==> config.mk <==
export PLATFORM = sky130hd
export DESIGN_NAME = bist_scheduler_flat
export DESIGN_NICKNAME = d
export VERILOG_FILES = /design/src/rtl/bist_pkg.sv /design/src/rtl/bist_scheduler_if.sv /design/src/rtl/bist_sched_timer.sv /design/src/rtl/bist_scheduler.sv /design/src/flat_wrapper.sv
export SDC_FILE = /design/constraint.sdc
export NUM_CORES = 1
export LEC_CHECK = 0
export BUFFER_PORTS_ARGS = -buffer_cell sky130_fd_sc_hd__buf_2
export CAP_MARGIN = 25
export CORE_ASPECT_RATIO = 1.2
export CORE_MARGIN = 2
export CORE_UTILIZATION = 30
export CTS_BUF_LIST = sky130_fd_sc_hd__clkbuf_4 sky130_fd_sc_hd__clkbuf_8 sky130_fd_sc_hd__clkbuf_16
export DETAILED_ROUTE_END_ITERATION = 8
export GPL_ROUTABILITY_DRIVEN = 0
export GPL_TIMING_DRIVEN = 0
export SLEW_MARGIN = 30
export SYNTH_ARGS = -nofsm -noshare
export SYNTH_HDL_FRONTEND = slang
export SYNTH_SLANG_ARGS = --single-unit
==> constraint.sdc <==
create_clock -name clk -period 3.4 [get_ports clk]
set_input_delay 0.68 -clock clk [delete_from_list [all_inputs] [get_ports clk]]
set_output_delay 0.68 -clock clk [all_outputs]
set_load 0.01 [all_outputs]
==> src/rtl/bist_pkg.sv <==
// rtl/bist_pkg.sv - shared state encoding, widths and saturating add for the BIST sequencer
package bist_pkg;

   localparam int BIST_ERR_W = 32;

   typedef enum logic [2:0] {
      IDLE,
      SELECT,
      RUN,
      RELEASE,
      FINISH
   } sched_state_t;

   function automatic logic [BIST_ERR_W-1:0] sat_add(input logic [BIST_ERR_W-1:0] a,
                                                    input logic [BIST_ERR_W-1:0] b);
      logic [BIST_ERR_W:0] sum;
      sum = {1'b0, a} + {1'b0, b};
      return sum[BIST_ERR_W] ? '1 : sum[BIST_ERR_W-1:0];
   endfunction

endpackage

==> src/rtl/bist_scheduler_if.sv <==
// rtl/bist_scheduler_if.sv - test-access and per-controller signals of the BIST sequencer
interface bist_scheduler_if #(
   parameter int NUM_MEMS = 4
);
   import bist_pkg::*;

   localparam int CUR_W = (NUM_MEMS > 1) ? $clog2(NUM_MEMS) : 1;

   logic                           sched_start;
   logic                           sched_abort;
   logic [NUM_MEMS-1:0]            mem_mask;
   logic [NUM_MEMS-1:0]            bist_start;
   logic [NUM_MEMS-1:0]            bist_done;
   logic [NUM_MEMS-1:0]            bist_pass;
   logic [BIST_ERR_W*NUM_MEMS-1:0] error_count;
   logic                           sched_busy;
   logic                           sched_done;
   logic                           sched_pass;
   logic [NUM_MEMS-1:0]            fail_map;
   logic [NUM_MEMS-1:0]            timeout_map;
   logic [BIST_ERR_W-1:0]          total_errors;
   logic [CUR_W-1:0]               cur_mem;

   // master: test access logic plus the controllers; slave: the scheduler
   modport master (
      output sched_start, sched_abort, mem_mask, bist_done, bist_pass, error_count,
      input  bist_start, sched_busy, sched_done, sched_pass, fail_map, timeout_map,
             total_errors, cur_mem
   );

   modport slave (
      input  sched_start, sched_abort, mem_mask, bist_done, bist_pass, error_count,
      output bist_start, sched_busy, sched_done, sched_pass, fail_map, timeout_map,
             total_errors, cur_mem
   );

endinterface

==> src/rtl/bist_sched_timer.sv <==
// rtl/bist_sched_timer.sv - per-memory watchdog counter, expires at TIMEOUT_CYCLES-1
module bist_sched_timer #(
   parameter int TIMEOUT_CYCLES = 8192
) (
   input  logic clk,
   input  logic rst_n,
   input  logic clear,
   input  logic enable,
   output logic expired
);

   localparam int CNT_W = $clog2(TIMEOUT_CYCLES);
   localparam logic [CNT_W-1:0] LAST = CNT_W'(TIMEOUT_CYCLES - 1);

   logic [CNT_W-1:0] count;

   always_ff @(posedge clk or negedge rst_n) begin
      if (!rst_n) begin
         count <= '0;
      end else if (clear) begin
         count <= '0;
      end else if (enable) begin
         count <= count + 1'b1;
      end
   end

   assign expired = (count == LAST);

endmodule

==> src/rtl/bist_scheduler.sv <==
// rtl/bist_scheduler.sv - runs the memory BIST controllers in index order and gathers a chip result
module bist_scheduler
   import bist_pkg::*;
#(
   parameter int NUM_MEMS       = 4,
   parameter int TIMEOUT_CYCLES = 8192
) (
   input  logic            clk,
   input  logic            rst_n,
   bist_scheduler_if.slave bus
);

   localparam int CUR_W = (NUM_MEMS > 1) ? $clog2(NUM_MEMS) : 1;
   localparam logic [CUR_W-1:0] LAST_MEM = CUR_W'(NUM_MEMS - 1);

   sched_state_t          state;
   logic [NUM_MEMS-1:0]   mask_q;
   logic                  armed;
   logic                  expired;
   logic                  done_sel;
   logic                  pass_sel;
   logic [BIST_ERR_W-1:0] err_sel;
   logic                  in_seq;

   assign done_sel = bus.bist_done[bus.cur_mem];
   assign pass_sel = bus.bist_pass[bus.cur_mem];
   assign err_sel  = bus.error_count[bus.cur_mem*BIST_ERR_W +: BIST_ERR_W];
   assign in_seq   = (state == SELECT) || (state == RUN) || (state == RELEASE);

   bist_sched_timer #(
      .TIMEOUT_CYCLES(TIMEOUT_CYCLES)
   ) u_timer (
      .clk    (clk),
      .rst_n  (rst_n),
      .clear  (state == SELECT),
      .enable (state == RUN),
      .expired(expired)
   );

   always_ff @(posedge clk or negedge rst_n) begin
      if (!rst_n) begin
         state            <= IDLE;
         mask_q           <= '0;
         armed            <= 1'b0;
         bus.bist_start   <= '0;
         bus.sched_busy   <= 1'b0;
         bus.sched_done   <= 1'b0;
         bus.sched_pass   <= 1'b0;
         bus.fail_map     <= '0;
         bus.timeout_map  <= '0;
         bus.total_errors <= '0;
         bus.cur_mem      <= '0;
      end else if (in_seq && bus.sched_abort) begin
         // the interrupted memory is left unmarked; results so far are kept
         state          <= FINISH;
         bus.bist_start <= '0;
         bus.sched_busy <= 1'b0;
         bus.sched_done <= 1'b1;
         bus.sched_pass <= 1'b0;
      end else begin
         case (state)
            IDLE, FINISH: begin
               if (bus.sched_start) begin
                  state            <= SELECT;
                  mask_q           <= bus.mem_mask;
                  bus.fail_map     <= '0;
                  bus.timeout_map  <= '0;
                  bus.total_errors <= '0;
                  bus.sched_done   <= 1'b0;
                  bus.sched_pass   <= 1'b0;
                  bus.sched_busy   <= 1'b1;
                  bus.cur_mem      <= '0;
               end
            end
            SELECT: begin
               if (mask_q[bus.cur_mem]) begin
                  state          <= RUN;
                  armed          <= 1'b0;
                  bus.bist_start <= NUM_MEMS'(1) << bus.cur_mem;
               end else if (bus.cur_mem == LAST_MEM) begin
                  state          <= FINISH;
                  bus.sched_busy <= 1'b0;
                  bus.sched_done <= 1'b1;
                  bus.sched_pass <= (bus.fail_map == '0);
               end else begin
                  bus.cur_mem <= bus.cur_mem + 1'b1;
               end
            end
            RUN: begin
               // a done still high from the previous run is ignored until it has been seen low
               if (!done_sel) begin
                  armed <= 1'b1;
               end
               if (armed && done_sel) begin
                  state                         <= RELEASE;
                  bus.bist_start                <= '0;
                  bus.fail_map[bus.cur_mem]     <= ~pass_sel;
                  bus.total_errors              <= sat_add(bus.total_errors, err_sel);
               end else if (expired) begin
                  state                         <= RELEASE;
                  bus.bist_start                <= '0;
                  bus.fail_map[bus.cur_mem]     <= 1'b1;
                  bus.timeout_map[bus.cur_mem]  <= 1'b1;
               end
            end
            RELEASE: begin
               if (bus.cur_mem == LAST_MEM) begin
                  state          <= FINISH;
                  bus.sched_busy <= 1'b0;
                  bus.sched_done <= 1'b1;
                  bus.sched_pass <= (bus.fail_map == '0);
               end else begin
                  state       <= SELECT;
                  bus.cur_mem <= bus.cur_mem + 1'b1;
               end
            end
            default: state <= IDLE;
         endcase
      end
   end

endmodule

==> src/flat_wrapper.sv <==
// flat-port wrapper written by rule: the top's interface ports become plain ports
module bist_scheduler_flat import bist_pkg::*;
#(
   parameter int NUM_MEMS       = 4,
   parameter int TIMEOUT_CYCLES = 8192
)
  (clk, rst_n, bus_sched_start, bus_sched_abort, bus_mem_mask, bus_bist_done, bus_bist_pass, bus_error_count, bus_bist_start, bus_sched_busy, bus_sched_done, bus_sched_pass, bus_fail_map, bus_timeout_map, bus_total_errors, bus_cur_mem);
  bist_scheduler_if #(.NUM_MEMS(NUM_MEMS)) bus_i ();
  input  logic clk;
  input  logic rst_n;
  input wire logic [$bits(bus_i.sched_start)-1:0] bus_sched_start;
  input wire logic [$bits(bus_i.sched_abort)-1:0] bus_sched_abort;
  input wire logic [$bits(bus_i.mem_mask)-1:0] bus_mem_mask;
  input wire logic [$bits(bus_i.bist_done)-1:0] bus_bist_done;
  input wire logic [$bits(bus_i.bist_pass)-1:0] bus_bist_pass;
  input wire logic [$bits(bus_i.error_count)-1:0] bus_error_count;
  output wire logic [$bits(bus_i.bist_start)-1:0] bus_bist_start;
  output wire logic [$bits(bus_i.sched_busy)-1:0] bus_sched_busy;
  output wire logic [$bits(bus_i.sched_done)-1:0] bus_sched_done;
  output wire logic [$bits(bus_i.sched_pass)-1:0] bus_sched_pass;
  output wire logic [$bits(bus_i.fail_map)-1:0] bus_fail_map;
  output wire logic [$bits(bus_i.timeout_map)-1:0] bus_timeout_map;
  output wire logic [$bits(bus_i.total_errors)-1:0] bus_total_errors;
  output wire logic [$bits(bus_i.cur_mem)-1:0] bus_cur_mem;
  assign bus_i.sched_start = bus_sched_start;
  assign bus_i.sched_abort = bus_sched_abort;
  assign bus_i.mem_mask = bus_mem_mask;
  assign bus_i.bist_done = bus_bist_done;
  assign bus_i.bist_pass = bus_bist_pass;
  assign bus_i.error_count = bus_error_count;
  assign bus_bist_start = bus_i.bist_start;
  assign bus_sched_busy = bus_i.sched_busy;
  assign bus_sched_done = bus_i.sched_done;
  assign bus_sched_pass = bus_i.sched_pass;
  assign bus_fail_map = bus_i.fail_map;
  assign bus_timeout_map = bus_i.timeout_map;
  assign bus_total_errors = bus_i.total_errors;
  assign bus_cur_mem = bus_i.cur_mem;
  bist_scheduler #(.NUM_MEMS(NUM_MEMS), .TIMEOUT_CYCLES(TIMEOUT_CYCLES)) u_core (.clk(clk), .rst_n(rst_n), .bus(bus_i));
endmodule
==> results.sh, run 1 <==
export IMPL_status="finished, violations left"
export IMPL_violations="negative setup slack"
export IMPL_hold_viol_final=0
export IMPL_cp_required_ns=3.64
export IMPL_r2r_start="u_core.bus.cur_mem[0]"
export IMPL_reg2reg_to="u_core.bus.total_errors[30]"
export IMPL_die_area_um2=20700
export IMPL_grt_usage_pct=18.2
export IMPL_finalMaxSlewViolations=0
export IMPL_dr_pass1_iters=5
export IMPL_ioPinCount=193
export IMPL_clkPwrFrac_pct=18.8
export IMPL_worst_pin_slew_ns=0.781
export IMPL_rows=56
export IMPL_diodes=0
export IMPL_cts_hold_buf=0
export IMPL_crit_family="compound AO/OA/AOI/OAI gates"
export IMPL_ant_nets=0
export IMPL_area_delta_synth_final_pct=36.5
export IMPL_synth_cell_types=67
export IMPL_core_area_um2=19300
export IMPL_power_mw=4.91
export IMPL_hold_path_class="in -> async"
export IMPL_cp_endpoint="u_core.bus.total_errors[30]"
export IMPL_cp_cell_sequence="buf_12 > mux4_2 > ha_2 > fa_2 > a211oi_4 > nor2_4 > o211a_1 > a221o_2 > a41o_4 > a21oi_4 > mux2i_1 > nand3_2"
export IMPL_io_buffer_count=192
export IMPL_synth_ff_type="dfrtp_1"
export IMPL_cts_tree="yes"
export IMPL_clk_pin_slew_ns=0.07
export IMPL_sequentialPowerShare_pct=22.6
export IMPL_place_ws_ns=-0.840
export IMPL_p_sw_mw=2.13
export IMPL_crit_path_max_fanout=8
export IMPL_num_vias=5874
export IMPL_worstSetupPathType="reg -> reg"
export IMPL_min_period_ns=3.43
export IMPL_drive_above_1_share_pct=41.1
export IMPL_critPathBufInv=1
export IMPL_synth_nets=815
export IMPL_drc=0
export IMPL_overflow=0
export IMPL_finClkSkew_ns=0.00989
export IMPL_start_kind="flip-flop"
export IMPL_post_drt_wl_per_cell_um=16.8
export IMPL_syn_instance_count=633
export IMPL_numClockSinks=70
export IMPL_slowest_delay_ns=0.50
export IMPL_slew_headroom_pct=47.9
export IMPL_grt_pass1_wl_um=29700
export IMPL_vias_per_cell=5.22
export IMPL_worstSetupStartpoint="u_core.bus.cur_mem[0]"
export IMPL_numCtsBuffers=9
export IMPL_drv_cap=0
export IMPL_htreeDepth=3
export IMPL_peakVddDrop_mv=0.400
export IMPL_power_density_nw_per_um2=614
export IMPL_sw_frac_of_total_pct=43.4
export IMPL_cp_arrival_ns=3.67
export IMPL_die_width_um=132
export IMPL_synth_edf_count=0
export IMPL_reg2reg_slack_ns=-0.03
export IMPL_pwr_share_comb_pct=58.6
export IMPL_final_nets=1041
export IMPL_antenna_found_initial=0
export IMPL_die_h_um=157
export IMPL_setup_viol_count_final=1
export IMPL_yosysWarnings=0
export IMPL_cts_path_max_buffers=2
export IMPL_p_leak_nw=3.99
export IMPL_place_hpwl_um=14400
export IMPL_wl_um=18900
export IMPL_drt_iter0_drc=354
export IMPL_tns_ns=-0.0327
export IMPL_rsz0062_at_grt="yes"
export IMPL_finalWorstSetupSlack_ns=-0.0327
export IMPL_cp_num_cells=12
export IMPL_finalCritPeriodShare_pct=101
export IMPL_ys_ff_latch=70
export IMPL_syn_cell_area_um2=5860
export IMPL_endpoint_kind="flip-flop"
export IMPL_syn_avg_cell_area_um2=9.26
export IMPL_grt_max_degree=48
export IMPL_initial_core_util_pct=30.3
export IMPL_yosysSeqAreaShare_pct=29.9
export IMPL_grt_pass1_vias=5615
export IMPL_fmax_mhz=291
export IMPL_critPathSlowestCell="mux4_2"
export IMPL_cts_root_buf="clkbuf_16"
export IMPL_reg2reg_depth=12
export IMPL_clk_latency_ns=0.35
export IMPL_internal_power_mw=2.78
export IMPL_async_flop_share_pct=100
-- power groups by stage --
stage | combinational [mW] | clock, mW | sequential [mW]
floorplan | 1.81 | 0 | 1.15
global placement | 2.53 | 0 | 1.12
detailed placement | 2.55 | 0 | 1.12
CTS | 2.70 | 0.938 | 1.10
global route | 3.16 | 0.981 | 1.13
finish | 2.88 | 0.924 | 1.11
-- through the flow --
stage               hold WS, ns  cell area, um^2  utilization [%]  cells
floorplan                 0.384             5880                -    633
global placement          0.469             7170             37.1   1086
detailed placement        0.482             7200             37.2   1087
CTS                       0.246             7690             39.8   1114
global route              0.259             8000             41.4   1125
finish                    0.236             8000             41.4   1125
-- cells by family after synthesis --
logic type               count (synthesis)  synth area share (%)
adder cells (fa/ha/maj)                 38                  8.24
multiplexers                            45                  15.3
buffers and inverters                   44                  3.12
AND/OR/NAND/NOR                        239                  19.7
AO/OA/AOI/OAI                          175                  20.5
flip-flops                              70                  29.9
XOR/XNOR                                22                  3.29
-- Yosys cell counts (8+ instances only) --
| library cell | n | area, um^2 |
|---|---|---|
| nand2b_1 | 8 | 50.1 |
| a22o_1 | 9 | 78.8 |
| ha_1 | 37 | 463 |
| xnor2_1 | 12 | 105 |
| clkbuf_1 | 18 | 67.6 |
| o21ai_1 | 8 | 40.0 |
| dfrtp_1 | 70 | 1750 |
| inv_1 | 8 | 30.0 |
| a21o_1 | 20 | 150 |
| nor2_1 | 42 | 158 |
| a21oi_1 | 31 | 155 |
| mux4_2 | 35 | 788 |
| xor2_1 | 10 | 87.6 |
| nand2_1 | 101 | 379 |
| nand4_1 | 10 | 62.6 |
| nand3_1 | 24 | 120 |
| o21ai_0 | 53 | 265 |
| buf_2 | 14 | 70.1 |
| nor3_1 | 14 | 70.1 |
-- worst register-to-register path: cells and delay by family (launching register included) --
family                   cells  cell delay (ns)
flip-flops                   1             0.39
AND/OR/NAND/NOR              2             0.16
adder cells (fa/ha/maj)      2             0.57
multiplexers                 2             0.72
AO/OA/AOI/OAI                5             1.33
buffers and inverters        1             0.14
-- sequential cells by signal, summed over array words and instances (netlist names) --
signal	cells
u_core.bus.sched_busy	1
u_core.bus.timeout_map	4
u_core.bus.bist_start	4
u_core.state	3
u_core.bus.total_errors	32
u_core.bus.cur_mem	2
u_core.bus.sched_done	1
u_core.mask_q	4
u_core.bus.fail_map	4
u_core.armed	1
u_core.bus.sched_pass	1
u_core.u_timer.count	13
-- repair_timing --
action / 4_1_cts / 5_1_grt
setup buffers: 11 / 11
gates resized for setup: 35 / 64
pin swaps: 8 / 24
endpoints found under the setup margin: 32 / 32
gates cloned: 0 / 0
endpoints found under the hold margin: 0 / 0
-- how the worst min path moves through the flow --
| stage | startpoint | to | depth (start not counted) |
|---|---|---|---|
| after detailed placement | u_core.bus.timeout_map[1] | u_core.bus.timeout_map[1] | 2 |
| after global routing | rst_n | u_core.mask_q[0] | 1 |
| final | rst_n | u_core.mask_q[0] | 1 |
| after floorplan | rst_n | u_core.armed | 0 |
| after CTS | rst_n | u_core.mask_q[0] | 1 |
| after global placement | u_core.u_timer.count[10] | u_core.u_timer.count[10] | 1 |
-- per-layer routing --
metal | vias to the layer above | wire, um | track usage, %
met5 | - | 0 | 0
met4 | 0 | 468 | 7.04
met3 | 34 | 973 | 3.96
met2 | 186 | 9330 | 31.5
met1 | 2845 | 8100 | 22.2
li1 | 2809 | - | -
-- area by class of cell --
| cell class | count | area (um^2) |
|---|---|---|
| plain buffers | 36 | 268 |
| multi-input cells | 519 | 4180 |
| clock inverters | 6 | 47.5 |
| well taps | 261 | 327 |
| clock buffers | 10 | 233 |
| repair buffers | 215 | 1160 |
| fillers | 1949 | 11300 |
| flip-flops and latches | 70 | 1750 |
| inverters | 8 | 30.0 |
-- placed cells by master, fill, tap and decap left out, types with 18 or more instances in the layout --
cell type,Yosys,layout
ha_1,37,26
a21o_1,20,20
mux4_2,35,35
nand3_1,24,23
o21ai_0,53,37
buf_4,0,22
dfrtp_1,70,69
nand2_1,101,99
a21oi_1,31,27
nor2_1,42,38
o21ai_1,8,18
buf_2,14,196
Power figures use the tool's default switching activity.
==> inputs of run 2 (changes only) <==
Settings changed: CORE_UTILIZATION 30 to 47, PLACE_DENSITY set to 0.78.
==> run 2 against run 1 <==
  * Hold slack worse by 0.013 ns
  * Die area fell by 35%
  * Clock skew hardly changed
  * The flow still finishes with violations (negative setup slack)
==> results.sh, run 2 (synthesis gave the netlist of run 1 again) <==
export IMPL_grt_max_degree=50
export IMPL_fin_util_pct=65.7
export IMPL_diodes=0
export IMPL_hold_slack_ns=0.223
export IMPL_die_h_um=126
export IMPL_grt_pass1_vias=5844
export IMPL_grt_usage_pct=25.7
export IMPL_fillers=978
export IMPL_die_width_um=106
export IMPL_start_kind="flip-flop"
export IMPL_cts_hold_buf=0
export IMPL_cp_arrival_ns=3.77
export IMPL_worstSetupPathType="reg -> reg"
export IMPL_p_leak_nw=3.99
export IMPL_finClkSkew_ns=0.00952
export IMPL_initial_core_util_pct=48.4
export IMPL_peakVddDrop_mv=0.425
export IMPL_hold_path_class="in -> async"
export IMPL_num_vias=5989
export IMPL_grt_busiest_layer="met2"
export IMPL_finalMaxSlewViolations=0
export IMPL_min_period_ns=3.55
export IMPL_crit_path_max_fanout=7
export IMPL_drive_above_1_share_pct=42.8
export IMPL_max_flop_register="u_core.bus.total_errors"
export IMPL_rsz0062_at_grt="yes"
export IMPL_htreeDepth=3
export IMPL_drv_cap=0
export IMPL_clk_latency_ns=0.35
export IMPL_antenna_found_initial=0
export IMPL_rows=44
export IMPL_status="finished, violations left"
export IMPL_overflow=0
export IMPL_worst_pin_slew_ns=0.821
export IMPL_violations="negative setup slack"
export IMPL_setup_viol_count_final=28
export IMPL_finalCritPeriodShare_pct=104
export IMPL_numCtsBuffers=9
export IMPL_grt_pass1_wl_um=27700
export IMPL_drt_iter0_drc=313
export IMPL_reg_top3="u_core.bus.total_errors (32), u_core.u_timer.count (13)"
export IMPL_cts_root_buf="clkbuf_16"
export IMPL_wl_um=17900
export IMPL_largest_reg_flops=32
export IMPL_grtUsageMet3_pct=6.01
export IMPL_ant_nets=0
export IMPL_drc=0
export IMPL_cts_path_max_buffers=2
export IMPL_final_nets=1037
export IMPL_place_hpwl_um=13000
export IMPL_grtUsageMet2_pct=45.4
export IMPL_clk_pin_slew_ns=0.07
export IMPL_power_density_nw_per_um2=628
export IMPL_seqCellArea_um2=1750
export IMPL_fmax_mhz=282
export IMPL_reg2reg_depth=12
export IMPL_cts_tree="yes"
export IMPL_reg2reg_to="u_core.bus.total_errors[30]"
export IMPL_post_drt_wl_per_cell_um=17.5
export IMPL_endpoint_kind="flip-flop"
export IMPL_core_area_um2=12100
export IMPL_multi_input_comb_area_um2=4250
export IMPL_final_cell_mix="buf_2, nand2_1, dfrtp_1, nor2_1"
export IMPL_io_buffer_count=192
export IMPL_reg2reg_slack_ns=-0.15
export IMPL_cp_required_ns=3.62
export IMPL_vias_per_cell=5.87
export IMPL_ioPinCount=193
export IMPL_finalWorstSetupSlack_ns=-0.148
export IMPL_final_common_cell="buf_2"
export IMPL_dr_pass1_iters=5
export IMPL_r2r_start="u_core.bus.cur_mem[0]"
export IMPL_numClockSinks=70
export IMPL_slew_headroom_pct=45.3
export IMPL_area_delta_synth_final_pct=35.9
export IMPL_hold_viol_final=0
export IMPL_die_area_um2=13400
export IMPL_met1_usage_pct=30.3
==> run 2: final cells by class <==
type                       instances  area share (%)
clock inverter                     7           0.896
clock buffer                       9            2.83
buffer                            36            3.13
inverter                           8           0.377
multi-input combinational        520            53.4
tap                              161            2.53
sequential                        70            22.0
timing repair buffer             210            14.8
==> run 2: where the power goes <==
| group | internal [mW] | switching (mW) |
|---|---|---|
| sequential | 0.991 | 0.119 |
| combinational | 1.29 | 1.64 |
| clock | 0.522 | 0.442 |
==> run 2: metrics by stage <==
| stage | cell area, um^2 | setup TNS, ns | worst slack [ns] | power, mW | cells |
|---|---|---|---|---|---|
| detailed placement | 7070 | -22.11 | -0.781 | 3.63 | 987 |
| floorplan | 5880 | 0 | 0.0275 | 2.96 | 633 |
| CTS | 7540 | -0.151 | -0.0625 | 4.70 | 1011 |
| global route | 7960 | -4.01 | -0.205 | 5.35 | 1021 |
| global placement | 7040 | -20.02 | -0.714 | 3.59 | 986 |
| finish | 7960 | -1.69 | -0.148 | 5.00 | 1021 |
==> run 2: worst max-delay path: stages, from the launching register on <==
cell and delay, ns:
dfrtp_2 0.41, buf_12 0.15, mux4_2 0.56, ha_4 0.19, fa_2 0.37, a211oi_4 0.28, nor2_4 0.08, o211a_1 0.25
a221o_2 0.43, a41o_4 0.26, a21oi_4 0.13, mux2i_1 0.23, nand3_2 0.08
==> run 2: worst max-delay path by stage <==
stage / slack (ns) / startpoint / depth (start not counted) / to
6_report: -0.15 / u_core.bus.cur_mem[0] / 12 / u_core.bus.total_errors[30]
5_1_grt: -0.20 / u_core.bus.cur_mem[0] / 12 / u_core.bus.total_errors[30]
4_1_cts: -0.06 / u_core.bus.cur_mem[0] / 12 / u_core.bus.total_errors[30]
3_5_place_dp: -0.78 / u_core.bus.cur_mem[1] / 14 / u_core.bus.total_errors[6]
3_3_place_gp: -0.71 / u_core.bus.cur_mem[1] / 14 / u_core.bus.total_errors[23]
2_1_floorplan: 0.03 / bus_error_count[96] / 11 / u_core.bus.total_errors[30]
==> run 2: layer usage <==
metal / part of all wire [%] / routed length [um] / up-vias
met5: 0 / 0 / -
met4: 3.2 / 579 / 0
met3: 7.4 / 1330 / 44
met2: 51 / 9070 / 258
met1: 39 / 6900 / 2872
li1: - / - / 2815
==> run 2: what timing repair did <==
action                     4_1_cts  5_1_grt
resized for setup               31       84
setup endpoints to repair       32       32
cloned                           0        3
setup buffers                    8        7
pin swaps                        9       47
